==> config.mk <==
export PLATFORM = sky130hd
export DESIGN_NAME = stopwatch_core_flat
export DESIGN_NICKNAME = d
export VERILOG_FILES = /design/src/rtl/stopwatch_core_if.sv /design/src/rtl/stopwatch_core.sv /design/src/flat_wrapper.sv
export SDC_FILE = /design/constraint.sdc
export NUM_CORES = 1
export LEC_CHECK = 0
export ABC_AREA = 1
export BUFFER_PORTS_ARGS = -buffer_cell sky130_fd_sc_hd__buf_2
export CAP_MARGIN = 20
export CELL_PAD_IN_SITES_DETAIL_PLACEMENT = 0
export CELL_PAD_IN_SITES_GLOBAL_PLACEMENT = 1
export CORE_MARGIN = 3
export CORE_UTILIZATION = 46
export CTS_BUF_LIST = sky130_fd_sc_hd__clkbuf_2 sky130_fd_sc_hd__clkbuf_4 sky130_fd_sc_hd__clkbuf_8
export CTS_CLUSTER_DIAMETER = 40
export DETAILED_ROUTE_END_ITERATION = 6
export GPL_TIMING_DRIVEN = 0
export PLACE_DENSITY_LB_ADDON = 0.1
export SLEW_MARGIN = 20
export SYNTH_ARGS = -nofsm -noshare
export SYNTH_HDL_FRONTEND = slang
export SYNTH_SLANG_ARGS = --single-unit
==> constraint.sdc <==
create_clock -name clk -period 4.5 [get_ports clk]
set_input_delay 1.125 -clock clk [delete_from_list [all_inputs] [get_ports clk]]
set_output_delay 1.125 -clock clk [all_outputs]
set_load 0.005 [all_outputs]
==> src/rtl/stopwatch_core_if.sv <==
// Button-pulse inputs and time/run outputs of the stopwatch core, grouped for
// connection between the debouncer/display stages and the core.
interface stopwatch_core_if;
    logic       i_btn_run;
    logic       i_btn_clear;
    logic       o_run;
    logic [6:0] o_msec;
    logic [5:0] o_sec;
    logic [5:0] o_min;
    logic [4:0] o_hour;

    modport master (
        output i_btn_run, i_btn_clear,
        input  o_run, o_msec, o_sec, o_min, o_hour
    );

    modport slave (
        input  i_btn_run, i_btn_clear,
        output o_run, o_msec, o_sec, o_min, o_hour
    );
endinterface

==> src/rtl/stopwatch_core.sv <==
// Run/stop/clear stopwatch: a prescaler produces 1/100 s ticks that drive a
// centisecond/second/minute/hour counter chain with same-edge carries.
module stopwatch_core #(
    parameter int TICK_DIV = 1_000_000
) (
    input  logic            clk,
    input  logic            reset,
    stopwatch_core_if.slave bus
);
    localparam int              PW         = $clog2(TICK_DIV);
    localparam logic [PW-1:0]   PRESC_LAST = PW'(TICK_DIV - 1);

    typedef enum logic [1:0] {
        ST_STOP  = 2'b00,
        ST_RUN   = 2'b01,
        ST_CLEAR = 2'b10
    } state_e;

    state_e        state_q, state_d;
    logic [PW-1:0] presc_q, presc_d;
    logic          run_q;
    logic          tick;
    logic [6:0]    msec_q, msec_d;
    logic [5:0]    sec_q,  sec_d;
    logic [5:0]    min_q,  min_d;
    logic [4:0]    hour_q, hour_d;

    // NOTE: every always_comb output gets a default first so no path infers a latch.
    always_comb begin
        state_d = ST_STOP;
        case (state_q)
            ST_STOP: begin
                if (bus.i_btn_clear)    state_d = ST_CLEAR;
                else if (bus.i_btn_run) state_d = ST_RUN;
                else                    state_d = ST_STOP;
            end
            ST_RUN:   state_d = bus.i_btn_run ? ST_STOP : ST_RUN;
            ST_CLEAR: state_d = ST_STOP;
            default:  state_d = ST_STOP;
        endcase
    end

    // A stop pulse freezes the prescaler, so a tick due on that edge is dropped.
    always_comb begin
        presc_d = presc_q;
        tick    = 1'b0;
        if (state_q == ST_CLEAR) begin
            presc_d = '0;
        end else if (state_q == ST_RUN && state_d == ST_RUN) begin
            if (presc_q == PRESC_LAST) begin
                presc_d = '0;
                tick    = 1'b1;
            end else begin
                presc_d = presc_q + 1'b1;
            end
        end
    end

    always_comb begin
        msec_d = msec_q;
        sec_d  = sec_q;
        min_d  = min_q;
        hour_d = hour_q;
        if (state_q == ST_CLEAR) begin
            msec_d = '0;
            sec_d  = '0;
            min_d  = '0;
            hour_d = '0;
        end else if (tick) begin
            if (msec_q == 7'd99) begin
                msec_d = '0;
                if (sec_q == 6'd59) begin
                    sec_d = '0;
                    if (min_q == 6'd59) begin
                        min_d  = '0;
                        hour_d = (hour_q == 5'd23) ? 5'd0 : hour_q + 5'd1;
                    end else begin
                        min_d = min_q + 6'd1;
                    end
                end else begin
                    sec_d = sec_q + 6'd1;
                end
            end else begin
                msec_d = msec_q + 7'd1;
            end
        end
    end

    // NOTE: state registers use non-blocking assignments so every flop samples pre-edge values.
    always_ff @(posedge clk) begin
        if (!reset) begin
            state_q <= ST_STOP;
            presc_q <= '0;
            run_q   <= 1'b0;
            msec_q  <= '0;
            sec_q   <= '0;
            min_q   <= '0;
            hour_q  <= '0;
        end else begin
            state_q <= state_d;
            presc_q <= presc_d;
            run_q   <= (state_d == ST_RUN);
            msec_q  <= msec_d;
            sec_q   <= sec_d;
            min_q   <= min_d;
            hour_q  <= hour_d;
        end
    end

    assign bus.o_run  = run_q;
    assign bus.o_msec = msec_q;
    assign bus.o_sec  = sec_q;
    assign bus.o_min  = min_q;
    assign bus.o_hour = hour_q;
endmodule

==> src/flat_wrapper.sv <==
// flat-port wrapper written by rule: the top's interface ports become plain ports
module stopwatch_core_flat 
#(
    parameter int TICK_DIV = 1_000_000
)
  (clk, reset, bus_i_btn_run, bus_i_btn_clear, bus_o_run, bus_o_msec, bus_o_sec, bus_o_min, bus_o_hour);
  stopwatch_core_if bus_i ();
  input  logic clk;
  input  logic reset;
  input wire logic [$bits(bus_i.i_btn_run)-1:0] bus_i_btn_run;
  input wire logic [$bits(bus_i.i_btn_clear)-1:0] bus_i_btn_clear;
  output wire logic [$bits(bus_i.o_run)-1:0] bus_o_run;
  output wire logic [$bits(bus_i.o_msec)-1:0] bus_o_msec;
  output wire logic [$bits(bus_i.o_sec)-1:0] bus_o_sec;
  output wire logic [$bits(bus_i.o_min)-1:0] bus_o_min;
  output wire logic [$bits(bus_i.o_hour)-1:0] bus_o_hour;
  assign bus_i.i_btn_run = bus_i_btn_run;
  assign bus_i.i_btn_clear = bus_i_btn_clear;
  assign bus_o_run = bus_i.o_run;
  assign bus_o_msec = bus_i.o_msec;
  assign bus_o_sec = bus_i.o_sec;
  assign bus_o_min = bus_i.o_min;
  assign bus_o_hour = bus_i.o_hour;
  stopwatch_core #(.TICK_DIV(TICK_DIV)) u_core (.clk(clk), .reset(reset), .bus(bus_i));
endmodule
# Word level (Yosys, flattened, before mapping)
# Cells that the tools add are included.
dict set report word_totals {
  input_bits 4
  word_cells 39
  reg_bits 47
  output_inout_bits 25
}
dict set report classes {
  bitwise 1
  reduce_logical 6
  addsub 5
  muxes 12
  n_eq_ne 8
}
# op n
set ops {}
lappend ops {{$add 20x1->20 const B} 1}
lappend ops {{$eq 20x20->1 const B} 1}
lappend ops {{$mux 20} 1}
lappend ops {{$add 6x1->6 const B} 2}
lappend ops {{$eq 6x6->1 const B} 2}
lappend ops {{$mux 6} 2}
lappend ops {{$add 7x1->7 const B} 1}
lappend ops {{$eq 7x7->1 const B} 1}
lappend ops {{$mux 7} 1}
lappend ops {{$add 5x1->5 const B} 1}
lappend ops {{$eq 5x5->1 const B} 1}
lappend ops {{$mux 1} 5}
lappend ops {{$mux 5} 1}
lappend ops {{$eq 2x1->1 const B} 2}
lappend ops {{$pmux 2 s2} 1}
lappend ops {{$reduce_and 4->1} 1}
lappend ops {{$reduce_and 3->1} 1}
lappend ops {{$eq 2x2->1 const B} 1}
lappend ops {{$logic_not 2->1} 1}
lappend ops {{$mux 2} 1}
lappend ops {{$reduce_and 2->1} 1}
lappend ops {{$reduce_or 2->1} 1}
lappend ops {{$logic_and 1x1->1} 1}
lappend ops {{$not 1->1} 1}

# Logic depth before layout (Yosys ltp)
# Gate-level depths: netlist of run 1.
dict set report logic_depth {
  ltp_word 8
  depth_mapped 11
}

# Worst setup path after synthesis of run 1
# No wires, ideal clock.
dict set report synth_timing {
  path_kind {input port to flip-flop}
  from {in bus_i_btn_run}
  to {reg u_core.presc_q[17]}
  t_arrival_ns 2.085
  path_slack_ns 2.299
  stages 8
  required_time_ns 4.384
  path_buffers 0
  path_cell_list {nor2_2 nand2_2 nor2_1 nand2_1 nor2_4 nand4_1 o21ai_0 nor2_1}
}
dict set report synth_via {
  elab_chain_cells 5
}
# element line_no
set synth_rtl {}
lappend synth_rtl {{start, declared} flat_wrapper.sv:10} ;# input wire logic [$bits(bus_i.i_btn_run)-1:0] bus_i_btn_run;
lappend synth_rtl {{$mux 1} stopwatch_core.sv:34} ;# else if (bus.i_btn_run) state_d = ST_RUN;
lappend synth_rtl {{$mux 2} stopwatch_core.sv:33} ;# if (bus.i_btn_clear) state_d = ST_CLEAR;
lappend synth_rtl {{$pmux 2 s2 *} stopwatch_core.sv:31} ;# case (state_q)
lappend synth_rtl {{$eq 2x1->1 *} stopwatch_core.sv:49} ;# end else if (state_q == ST_RUN && state_d == ST_RUN) begin
lappend synth_rtl {{$logic_and 1x1->1 *} stopwatch_core.sv:49}
lappend synth_rtl {{end signal, assigned} stopwatch_core.sv:101} ;# presc_q <= presc_d;
lappend synth_rtl {{end, declared} stopwatch_core.sv:20} ;# logic [PW-1:0] presc_q, presc_d;
# Mark *: on every way between the ends. The rest lies on a longest branch, timed or not.
# A chain may end at the register's enable or synchronous reset.

# Worst setup path in the final report of run 1
dict set report layout_timing {
  from {in bus_i_btn_run}
  to {reg u_core.hour_q[4] (netlist: u_core.bus.o_hour[4])}
}
dict set report layout_via {
  elab_chain_cells 8
}
# element line_no
set layout_rtl {}
lappend layout_rtl {{$mux 1} stopwatch_core.sv:34}
lappend layout_rtl {{$mux 2} stopwatch_core.sv:33}
lappend layout_rtl {{$pmux 2 s2 *} stopwatch_core.sv:31}
lappend layout_rtl {{$eq 2x1->1 *} stopwatch_core.sv:49}
lappend layout_rtl {{$logic_and 1x1->1 *} stopwatch_core.sv:49}
lappend layout_rtl {{$mux 1 *} stopwatch_core.sv:49}
lappend layout_rtl {{$mux 1 *} stopwatch_core.sv:47} ;# if (state_q == ST_CLEAR) begin
lappend layout_rtl {{$reduce_and 4->1 (no line) *} --}
lappend layout_rtl {{end signal, assigned} stopwatch_core.sv:106} ;# hour_q <= hour_d;
lappend layout_rtl {{end, declared} stopwatch_core.sv:26} ;# logic [4:0] hour_q, hour_d;
# Marked as above.

==> results.ini, run 1 <==
[placed_design]
routabilityCongestion=0.843
port-buffer-count=28
place_hpwl_um=4400
detailed_place.area_um2=2740

[timing]
worst_slew_pin_slew_ps=557
worst_clock_skew_ps=7.13
unrepaired_setup_endpoints_after_global_routing=false
fin_crit_sh_pct=52.1
final-hold-violation-count=0
fmaxAchievable_mhz=426
timing.final.setup_violations=0
hold_ws_ps=479
maxSlewHeadroom_pct=62.7
layout_min_cycle_time_ps=2350
setup-tns-final_ps=0
maxSlewViolCount=0

[die]
die_w_um=80.0
dieArea_um2=6390
row_count=26
floorplan.io_pins=29
die_height_um=80.0
initial_utilization_pct=48.3
floorplan.core_area_um2=5200

[logic_synthesis]
synth-adder-area-share_pct=2.49
post_synth_mux_area_share_pct=0
synth-edff-count=0
postSynthCellCount=379
synth.top_cell.area_share_pct=37.4
ys_top_cells_by_area=sky130_fd_sc_hd__dfxtp_1, sky130_fd_sc_hd__nand2_1, sky130_fd_sc_hd__nor2_1
post_synth_and_or_nand_nor_area_fraction_pct=38.2
synth_top_cells_by_count=sky130_fd_sc_hd__nand2_1, sky130_fd_sc_hd__nor2_1, sky130_fd_sc_hd__inv_1
main_combinational_cell_family_by_area_after_synthesis=simple AND/OR/NAND/NOR gates
postSynthNetCount=388
yosysTopAreaCell=sky130_fd_sc_hd__dfxtp_1
yosys_warnings=0
synth_xor_xnor_area_share_pct=3.83
post_synth.cell_area_avg_um2=6.64
most_instantiated_library_cell_after_synthesis=sky130_fd_sc_hd__nand2_1
post_synth_num_cell_types=31
synth_ff_type=sky130_fd_sc_hd__dfxtp_1
synth.yosys.seq_area_share_pct=37.4
post_synth_instance_area_um2=2520
yosys_register_bits=47
asyncSetResetFlopFracSynth_pct=0
synth_compound_gate_area_share_pct=9.00

[detailed_routing]
route.detailed.vias_per_inst=5.08
postRouteWirelength_um=5960
drt_pass1_iterations=4
detailedRoute.firstIterationViolations=71
num_vias=2462
drt.antenna.violating_nets=0
drt_drc_violations_left=0
routed_wire_length_per_instance_um=12.3

[clock_network]
setup_fix_buffers_added_after_clock_tree_synthesis=0
cts_htree_levels=2
path_clk_slew_ps=90
cts-root-to-sink-buffers=2
ctsResizeCount=0
cts-buffers-inserted=5
clock-root-buffer=sky130_fd_sc_hd__clkbuf_8
cts_tree=yes
clk-insertion-delay-late_ps=300
cts_num_sinks=47
cts-hold-fix-buffers=0

[global_route]
antenna_violations_before_repair=0
gr-total-overflow=0
largest_net_degree_at_the_start_of_global_routing=14
via_count_of_the_first_global_routing_pass=2191
grt_use_total_pct=19.9
grt_first_pass_wirelength_um=10100

[worst_setup_path]
worst_setup_path_end_kind=register
cp_slowest_stage_delay_ps=320
critical-path-slowest-cell=sky130_fd_sc_hd__nand3_1
worst-path-max-fanout=9
arrival_ps=2550
setup.worst_path.start_class=primary input
worst_path_most_repeated_cell=sky130_fd_sc_hd__nor2_1
timing_worst_setup_path_type=in -> reg
timing.critical_path.cells=buf_2, nor2_2, nand2_2, clkinv_2, nand3_1, nor2_1, nand3_1, nor2_1, nor2_1
worst-endpoint-required_ps=4700

[power]
power_density_nw_per_um2=249
ir_worst_vdd_mv=0.137
leakage_nw=1.14

[layout]
flow.area_growth_from_synthesis_pct=12.6
number_of_antenna_cells_inserted=0
num-nets-final=423
num-fill-cells=582
drive_gt1_share_pct=12.0
final_area_um2=2830

[status]
status=complete, no violations

[run]
maxCapViolCount=0

[worst_hold_path]
hp-class=reg -> reg

## state kept, by name, summed over array words and instances (netlist names)
register,flops
u_core.presc_q,20
u_core.bus.o_min,6
u_core.bus.o_run,1
u_core.bus.o_hour,5
u_core.state_q,2
u_core.bus.o_msec,7
u_core.bus.o_sec,6
## kinds of logic after synthesis
family,count (synthesis)
compound gates,43
xor+xnor,11
fa+ha+maj,5
buf+inv,58
flops,47
simple gates,215
## where the power goes
group	leakage (nW)	total [mW]	internal, mW	switching [mW]
clock	0.0491	0.260	0.121	0.139
sequential	0.379	0.419	0.418	0.00175
combinational	0.712	0.0257	0.00710	0.0186
total	1.14	0.705	0.546	0.159
## layout make-up
cell class              instances  area (µm²)  share of cell area, %
multi-input cells             274        1350                   47.6
clock buffers                   7        83.8                   2.96
flip-flops and latches         47         941                   33.2
inverters                      54         204                   7.20
repair buffers                 28         140                   4.95
plain buffers                   4        23.8                  0.839
well taps                      70        87.6                   3.09
clock inverters                 1        5.00                  0.177
## cells in the final DEF (no fill, tap or decap), drive strengths merged, types with 2 or more instances in the layout
cell type,n
nand4,16
nand2,75
buf,30
a21oi,26
nor2,70
dfxtp,47
xor2,9
o21ai,14
nand3,36
inv,53
ha,5
nand3b,3
nor3,10
clkbuf,9
or2,2
clkinv,2
xnor2,2
## through the flow
| step | total power, mW | util, % | std cells | setup slack [ps] |
|---|---|---|---|---|
| CTS | 0.719 | 54.4 | 485 | 2130 |
| global placement | 0.455 | 52.7 | 477 | 1800 |
| global route | 0.739 | 54.4 | 485 | 1970 |
| finish | 0.705 | 54.4 | 485 | 2150 |
| detailed placement | 0.455 | 52.7 | 477 | 1800 |
| floorplan | 0.446 | - | 379 | 2300 |
## worst max-delay path, delay by kind of cell
kind | cells | cell delay (ps)
AND/OR/NAND/NOR | 7 | 1140
buffers and inverters | 2 | 280
## final timing paths
path                                            from                    to  slack, ps  depth (start not counted)
worst min register to register  u_core.bus.o_hour[2]  u_core.bus.o_hour[2]        480                          2
worst min-delay path            u_core.bus.o_hour[2]  u_core.bus.o_hour[2]        480                          2
worst max-delay path                   bus_i_btn_run  u_core.bus.o_hour[4]       2150                          9
worst max register to register   u_core.bus.o_sec[0]   u_core.bus.o_min[3]       2510                          8
## layer usage
| layer | up-vias | GRT usage, % | wire length, µm |
|---|---|---|---|
| met5 | - | 0 | 0 |
| met4 | 0 | 5.07 | 81 |
| met3 | 8 | 3.72 | 177 |
| met2 | 40 | 32.1 | 2700 |
| met1 | 1117 | 27.1 | 3000 |
| li1 | 1297 | - | - |
Power figures use the tool's default switching activity.
==> run 2, diff against run 1 <==
- CORE_UTILIZATION: 46 -> 43
- clock period: 4.5 -> 2.2 ns (I/O delays scaled with it)
==> run 2 against run 1 <==
Power is 130% higher. Highest routed layer unchanged. First-iteration DRC count increased by 120%. Global-route usage fell by 1.5 points. Final cell count rose by 0.41%. Largest cell class unchanged. Sequential cell count unchanged. Critical endpoint is now u_core.bus.o_min[3]. Die area grew 6.4%. Register-to-register slack got worse by 2200 ps. Sequential share of layout area down 0.43 points. Clock power increased to 2.6 times the previous value. Via count is 2.5% lower.
==> results.ini, run 2 (same netlist as run 1, synthesis figures left out) <==
[status]
status=complete, no violations

[power]
ir_worst_vdd_mv=0.225  ; +65%
power_density_nw_per_um2=556  ; +120%
pwr-share-seq_pct=53.7  ; -5.8 points
power_switching_uw=353  ; +120%
internal_power_mw=1.24  ; +130%
leakage_nw=1.15  ; +1.1%
switching_part_of_the_total_pct=22.1  ; -0.40 points
pwr-share-comb_pct=3.3  ; -0.3 points
clock_power_share_pct=43.0  ; +6.1 points

[global_route]
grt_first_pass_wirelength_um=9690  ; -4.6%
largest_net_degree_at_the_start_of_global_routing=16  ; +2
via_count_of_the_first_global_routing_pass=2147  ; -2.0%
most_used_routing_layer=met2
grt_use_met3_pct=4.01  ; +0.29 points
met1_usage_pct=23.4  ; -3.7 points
gr-total-overflow=0  ; unchanged
grt_use_total_pct=18.4  ; -1.5 points
antenna_violations_before_repair=0  ; unchanged
grt_use_met2_pct=31.1  ; -1.0 points

[detailed_routing]
drt_drc_violations_left=0  ; unchanged
postRouteWirelength_um=5890  ; -1.2%
num_vias=2401  ; -2.5%
drt.antenna.violating_nets=0  ; unchanged
drt_pass1_iterations=4  ; unchanged
detailedRoute.firstIterationViolations=155  ; +120%
route.detailed.vias_per_inst=4.93  ; -2.9%
routed_wire_length_per_instance_um=12.1  ; -1.6%

[clock_network]
path_clk_slew_ps=100  ; about the same
cts_num_sinks=47  ; unchanged
cts_htree_levels=2  ; unchanged
cts-buffers-inserted=5  ; unchanged
cts-hold-fix-buffers=0  ; unchanged
clk-insertion-delay-late_ps=310  ; about the same
cts_tree=yes
clock-root-buffer=sky130_fd_sc_hd__clkbuf_8
cts-root-to-sink-buffers=2  ; unchanged

[timing]
maxSlewViolCount=0  ; unchanged
final-hold-violation-count=0  ; unchanged
setup-tns-final_ps=0  ; unchanged
unrepaired_setup_endpoints_after_global_routing=false
maxSlewHeadroom_pct=62.2  ; -0.50 points
fmaxAchievable_mhz=521
fin_crit_sh_pct=87.2
worst_clock_skew_ps=13.2  ; +6.11 ps
worst_slew_pin_slew_ps=568  ; +10.6 ps
timing.final.setup_violations=0  ; unchanged
layout_min_cycle_time_ps=1920
hold_ws_ps=471  ; -7.48 ps

[die]
row_count=27  ; +3.8%
initial_utilization_pct=45.1  ; -3.2 points
dieArea_um2=6810  ; +6.4%
floorplan.io_pins=29  ; unchanged
floorplan.core_area_um2=5570  ; +7.1%
die_w_um=82.5  ; +3.2%
die_height_um=82.5  ; +3.2%

[layout]
number_of_antenna_cells_inserted=0  ; unchanged
drive_gt1_share_pct=12.3  ; +0.24 points
flow.area_growth_from_synthesis_pct=14.1
number_of_standard_cells_in_the_layout_taps_in_and_fillers_out=487  ; +0.41%
max_flop_register=u_core.presc_q
largest_register_ff_count=20  ; unchanged
top_library_cells_by_usage_in_the_layout_fill_and_taps_aside=sky130_fd_sc_hd__nand2_1, sky130_fd_sc_hd__nor2_1, sky130_fd_sc_hd__inv_1
layout_commonest_cell=sky130_fd_sc_hd__nand2_1
num-nets-final=423  ; unchanged

[worst_setup_path]
worst_path_most_repeated_cell=sky130_fd_sc_hd__nand2_1
r2r_setup_slack_ps=280  ; -2230 ps
worst-path-max-fanout=10  ; +1
arrival_ps=2130  ; -420 ps
cp_slowest_stage_delay_ps=420  ; +100 ps
worst_setup_path_end_kind=register
worst-endpoint-required_ps=2410  ; -2290 ps
timing_worst_setup_path_type=reg -> reg
timing.critical_path.cells=ha_1, nand2_1, nand3b_1, nor2_1, buf_2, nand2_1, o21ai_0, a21oi_1
critical-path-slowest-cell=sky130_fd_sc_hd__dfxtp_1
setup.worst_path.start_class=register

[placed_design]
place.detailed.instances=479  ; +0.42%
port-buffer-count=28  ; unchanged
place_hpwl_um=4550  ; +3.4%
routabilityCongestion=0.798  ; -5.4%

[run]
maxCapViolCount=0  ; unchanged

[worst_hold_path]
hp-class=in -> reg

## run 2: cell types whose count changed in the layout (fill, tap and decap cells not counted), sizes merged
cell / delta
bufinv: +1
clkbuf: -1
clkinv: -1
inv: +1
## run 2: metal layers
metal  vias to the layer above  share of wire, %
met5                         -                 0
met2                        28                47
met3                        10               3.4
li1                       1296                 -
met4                         0               1.6
met1                      1067                48
## run 2: final timing paths
path                        from                   to  cells after the start
max          u_core.bus.o_sec[0]  u_core.bus.o_min[3]                      8
min              bus_i_btn_clear    u_core.state_q[1]                      3
min reg2reg   u_core.presc_q[18]   u_core.presc_q[18]                      2
max reg2reg  u_core.bus.o_sec[0]  u_core.bus.o_min[3]                      8
## run 2: worst max-delay path, delay by kind of cell (launching register included)
kind | cells | cell delay (ps)
AO/OA/AOI/OAI | 2 | 280
AND/OR/NAND/NOR | 4 | 640
buffers and inverters | 1 | 230
adder cells (fa/ha/maj) | 1 | 250
flip-flops | 1 | 420
## run 2: final cells by class
class | instances | area (µm²)
sequential | 47 | 941
multi-input combinational | 274 | 1350
clock buffer | 6 | 82.6
fill | 588 | 2700
tap | 72 | 90.1
buffer | 4 | 23.8
inverter | 54 | 204
timing repair buffer | 28 | 140
clock inverter | 2 | 38.8
## run 2: what timing repair did
action | CTS | global route
buffers inserted | 0 | 0
resized for setup | 0 | 1
setup endpoints to repair | 0 | 1
## run 2: stage by stage
| stage | area (µm²) | total power, mW | worst slack, ps | utilization (%) |
|---|---|---|---|---|
| floorplan | 2520 | 0.913 | 557 | - |
| CTS | 2870 | 1.61 | 240 | 51.4 |
| global placement | 2750 | 0.930 | 109 | 49.3 |
| global route | 2870 | 1.66 | 44.3 | 51.5 |
| finish | 2870 | 1.60 | 281 | 51.5 |
| detailed placement | 2750 | 0.930 | 116 | 49.3 |
## run 2: power by group through the flow
| stage | Clock (mW) | Sequential (mW) | Combinational (mW) |
|---|---|---|---|
| after floorplan | 0 | 0.878 | 0.0350 |
| after global placement | 0 | 0.878 | 0.0524 |
| after detailed placement | 0 | 0.878 | 0.0525 |
| after CTS | 0.700 | 0.858 | 0.0526 |
| after global routing | 0.743 | 0.859 | 0.0587 |
| final | 0.686 | 0.858 | 0.0520 |
==> run 3, diff against run 2 <==
- CORE_UTILIZATION: 43 -> 42
- HOLD_SLACK_MARGIN: default -> 0.08
==> run 3 against run 2 <==
Core utilization fell by 0.88 points. Clock power shrank 13%. Critical path depth unchanged. Hold slack gained 12 ps. Clock skew shrank 9.1 ps. Critical endpoint is now u_core.bus.o_sec[5]. Largest power group unchanged. Highest routed layer unchanged.
==> results.ini, run 3 (same netlist as run 1, synthesis figures left out) <==
[global_route]
antenna_violations_before_repair=0  ; unchanged
via_count_of_the_first_global_routing_pass=2182  ; +1.6%
grt_use_total_pct=18.1  ; -0.35 points
gr-total-overflow=0  ; unchanged
largest_net_degree_at_the_start_of_global_routing=14  ; -2
grt_first_pass_wirelength_um=10400  ; +7.3%

[clock_network]
cts_num_sinks=47  ; unchanged
setup_fix_buffers_added_after_clock_tree_synthesis=0  ; unchanged
cts-root-to-sink-buffers=2  ; unchanged
path_clk_slew_ps=90  ; about the same
cts_tree=yes
clock-root-buffer=sky130_fd_sc_hd__clkbuf_8
cts-buffers-inserted=5  ; unchanged
cts_htree_levels=2  ; unchanged
clk-insertion-delay-late_ps=300  ; about the same

[die]
floorplan.core_area_um2=5640  ; +1.2%
floorplan.io_pins=29  ; unchanged
row_count=27  ; unchanged
die_w_um=83.4  ; +1.1%
initial_utilization_pct=44.6  ; -0.54 points
die_height_um=83.4  ; +1.1%
dieArea_um2=6960  ; +2.2%

[power]
ir_worst_vdd_mv=0.258  ; +14%
leakage_nw=1.14  ; -0.93%
power_density_nw_per_um2=529  ; -5.0%
design_power_total_mw=1.51  ; -5.5%

[timing]
fin_crit_sh_pct=90.5  ; +3.3 points
final-hold-violation-count=0  ; unchanged
maxSlewViolCount=0  ; unchanged
worst_clock_skew_ps=4.12  ; -9.12 ps
maxSlewHeadroom_pct=59.3  ; -2.8 points
fmaxAchievable_mhz=502  ; -3.6%
timing.final.setup_violations=0  ; unchanged
worst_slew_pin_slew_ps=607  ; +39.0 ps
layout_min_cycle_time_ps=1990  ; +72.6 ps
setup-tns-final_ps=0  ; unchanged
finalWorstSetupSlack_ps=208  ; -72.6 ps
hold_ws_ps=483  ; +12.1 ps
unrepaired_setup_endpoints_after_global_routing=false

[placed_design]
dp_worst_setup_slack_ps=147  ; +31.5 ps
place_hpwl_um=4490  ; -1.3%
routabilityCongestion=0.840  ; +5.3%
place.detailed.instances=479  ; unchanged
port-buffer-count=28  ; unchanged
detailed_place.area_um2=2750  ; unchanged

[layout]
layout_commonest_cell=sky130_fd_sc_hd__nand2_1
number_of_antenna_cells_inserted=0  ; unchanged
number_of_standard_cells_in_the_layout_taps_in_and_fillers_out=487  ; unchanged
num-nets-final=423  ; unchanged
final_area_um2=2860  ; -0.52%
fin_util_pct=50.6  ; -0.88 points
top_library_cells_by_usage_in_the_layout_fill_and_taps_aside=sky130_fd_sc_hd__nand2_1, sky130_fd_sc_hd__nor2_1, sky130_fd_sc_hd__inv_1
largest_register_ff_count=20  ; unchanged
max_flop_register=u_core.presc_q
drive_gt1_share_pct=12.3  ; unchanged
flow.area_growth_from_synthesis_pct=13.5

[status]
status=complete, no violations

[detailed_routing]
num_vias=2430  ; +1.2%
detailedRoute.firstIterationViolations=162  ; +4.5%
drt_drc_violations_left=0  ; unchanged
postRouteWirelength_um=5990  ; +1.6%
drt.antenna.violating_nets=0  ; unchanged
routed_wire_length_per_instance_um=12.3  ; +1.6%
drt_pass1_iterations=4  ; unchanged
route.detailed.vias_per_inst=4.99  ; +1.2%

[worst_setup_path]
setup.worst_path.start_class=register
arrival_ps=2230  ; +100 ps
worst_setup_path_end_kind=register
worst-endpoint-required_ps=2440  ; +30 ps
worst-path-max-fanout=7  ; -3
timing_worst_setup_path_type=reg -> reg

[worst_hold_path]
hp-class=in -> reg

[run]
maxCapViolCount=0  ; unchanged

## run 3: changes by cell type in the layout (fill, tap and decap cells not counted)
cell,previous run,this run
sky130_fd_sc_hd__clkbuf_4,0,2
sky130_fd_sc_hd__buf_2,29,28
sky130_fd_sc_hd__bufinv_16,1,0
sky130_fd_sc_hd__clkbuf_8,6,7
sky130_fd_sc_hd__ha_1,5,4
sky130_fd_sc_hd__ha_2,0,1
sky130_fd_sc_hd__inv_6,1,0
sky130_fd_sc_hd__nor2_1,65,66
sky130_fd_sc_hd__nor2_2,3,2
## run 3: critical path: stages, from the launching register on
cell and delay (ps):
sky130_fd_sc_hd__dfxtp_1 380, sky130_fd_sc_hd__ha_1 210, sky130_fd_sc_hd__nand2_1 60, sky130_fd_sc_hd__nor2_1 190
sky130_fd_sc_hd__nand3_1 130, sky130_fd_sc_hd__nand3b_1 170, sky130_fd_sc_hd__nor2_1 480, sky130_fd_sc_hd__nand3_1 140
sky130_fd_sc_hd__a21oi_1 150
## run 3: timing repair
item | 4_1_cts | 5_1_grt
hold buffers | 0 | 0
setup endpoints to repair | 0 | 6
gates resized for setup | 0 | 2
## run 3: final timing paths
kind,from,to,slack [ps],cells past startpoint
worst max register to register,u_core.presc_q[0],u_core.bus.o_sec[5],210,8
worst max-delay path,u_core.presc_q[0],u_core.bus.o_sec[5],210,8
worst min-delay path,bus_i_btn_clear,u_core.state_q[1],480,3
worst min register to register,u_core.bus.o_hour[2],u_core.bus.o_hour[2],490,2
## run 3: area by class of cell
| class | count | area, µm² |
|---|---|---|
| sequential | 47 | 941 |
| buffer | 4 | 26.3 |
| tap | 72 | 90.1 |
| inverter | 54 | 204 |
| multi-input combinational | 274 | 1350 |
| fill | 585 | 2790 |
| clock buffer | 8 | 104 |
| timing repair buffer | 28 | 140 |
## run 3: per-layer routing
metal	part of all wire [%]	up-vias	track usage (%)
met5	0	-	0
met4	1.2	0	5.65
met3	4.3	6	3.47
met2	42	42	26.9
met1	53	1082	26.2
li1	-	1300	-
## run 3: report_power, final
group | internal, mW | total, mW | switching (mW)
Clock | 0.300 | 0.599 | 0.299
Combinational | 0.0145 | 0.0525 | 0.0380
Sequential | 0.854 | 0.858 | 0.00363
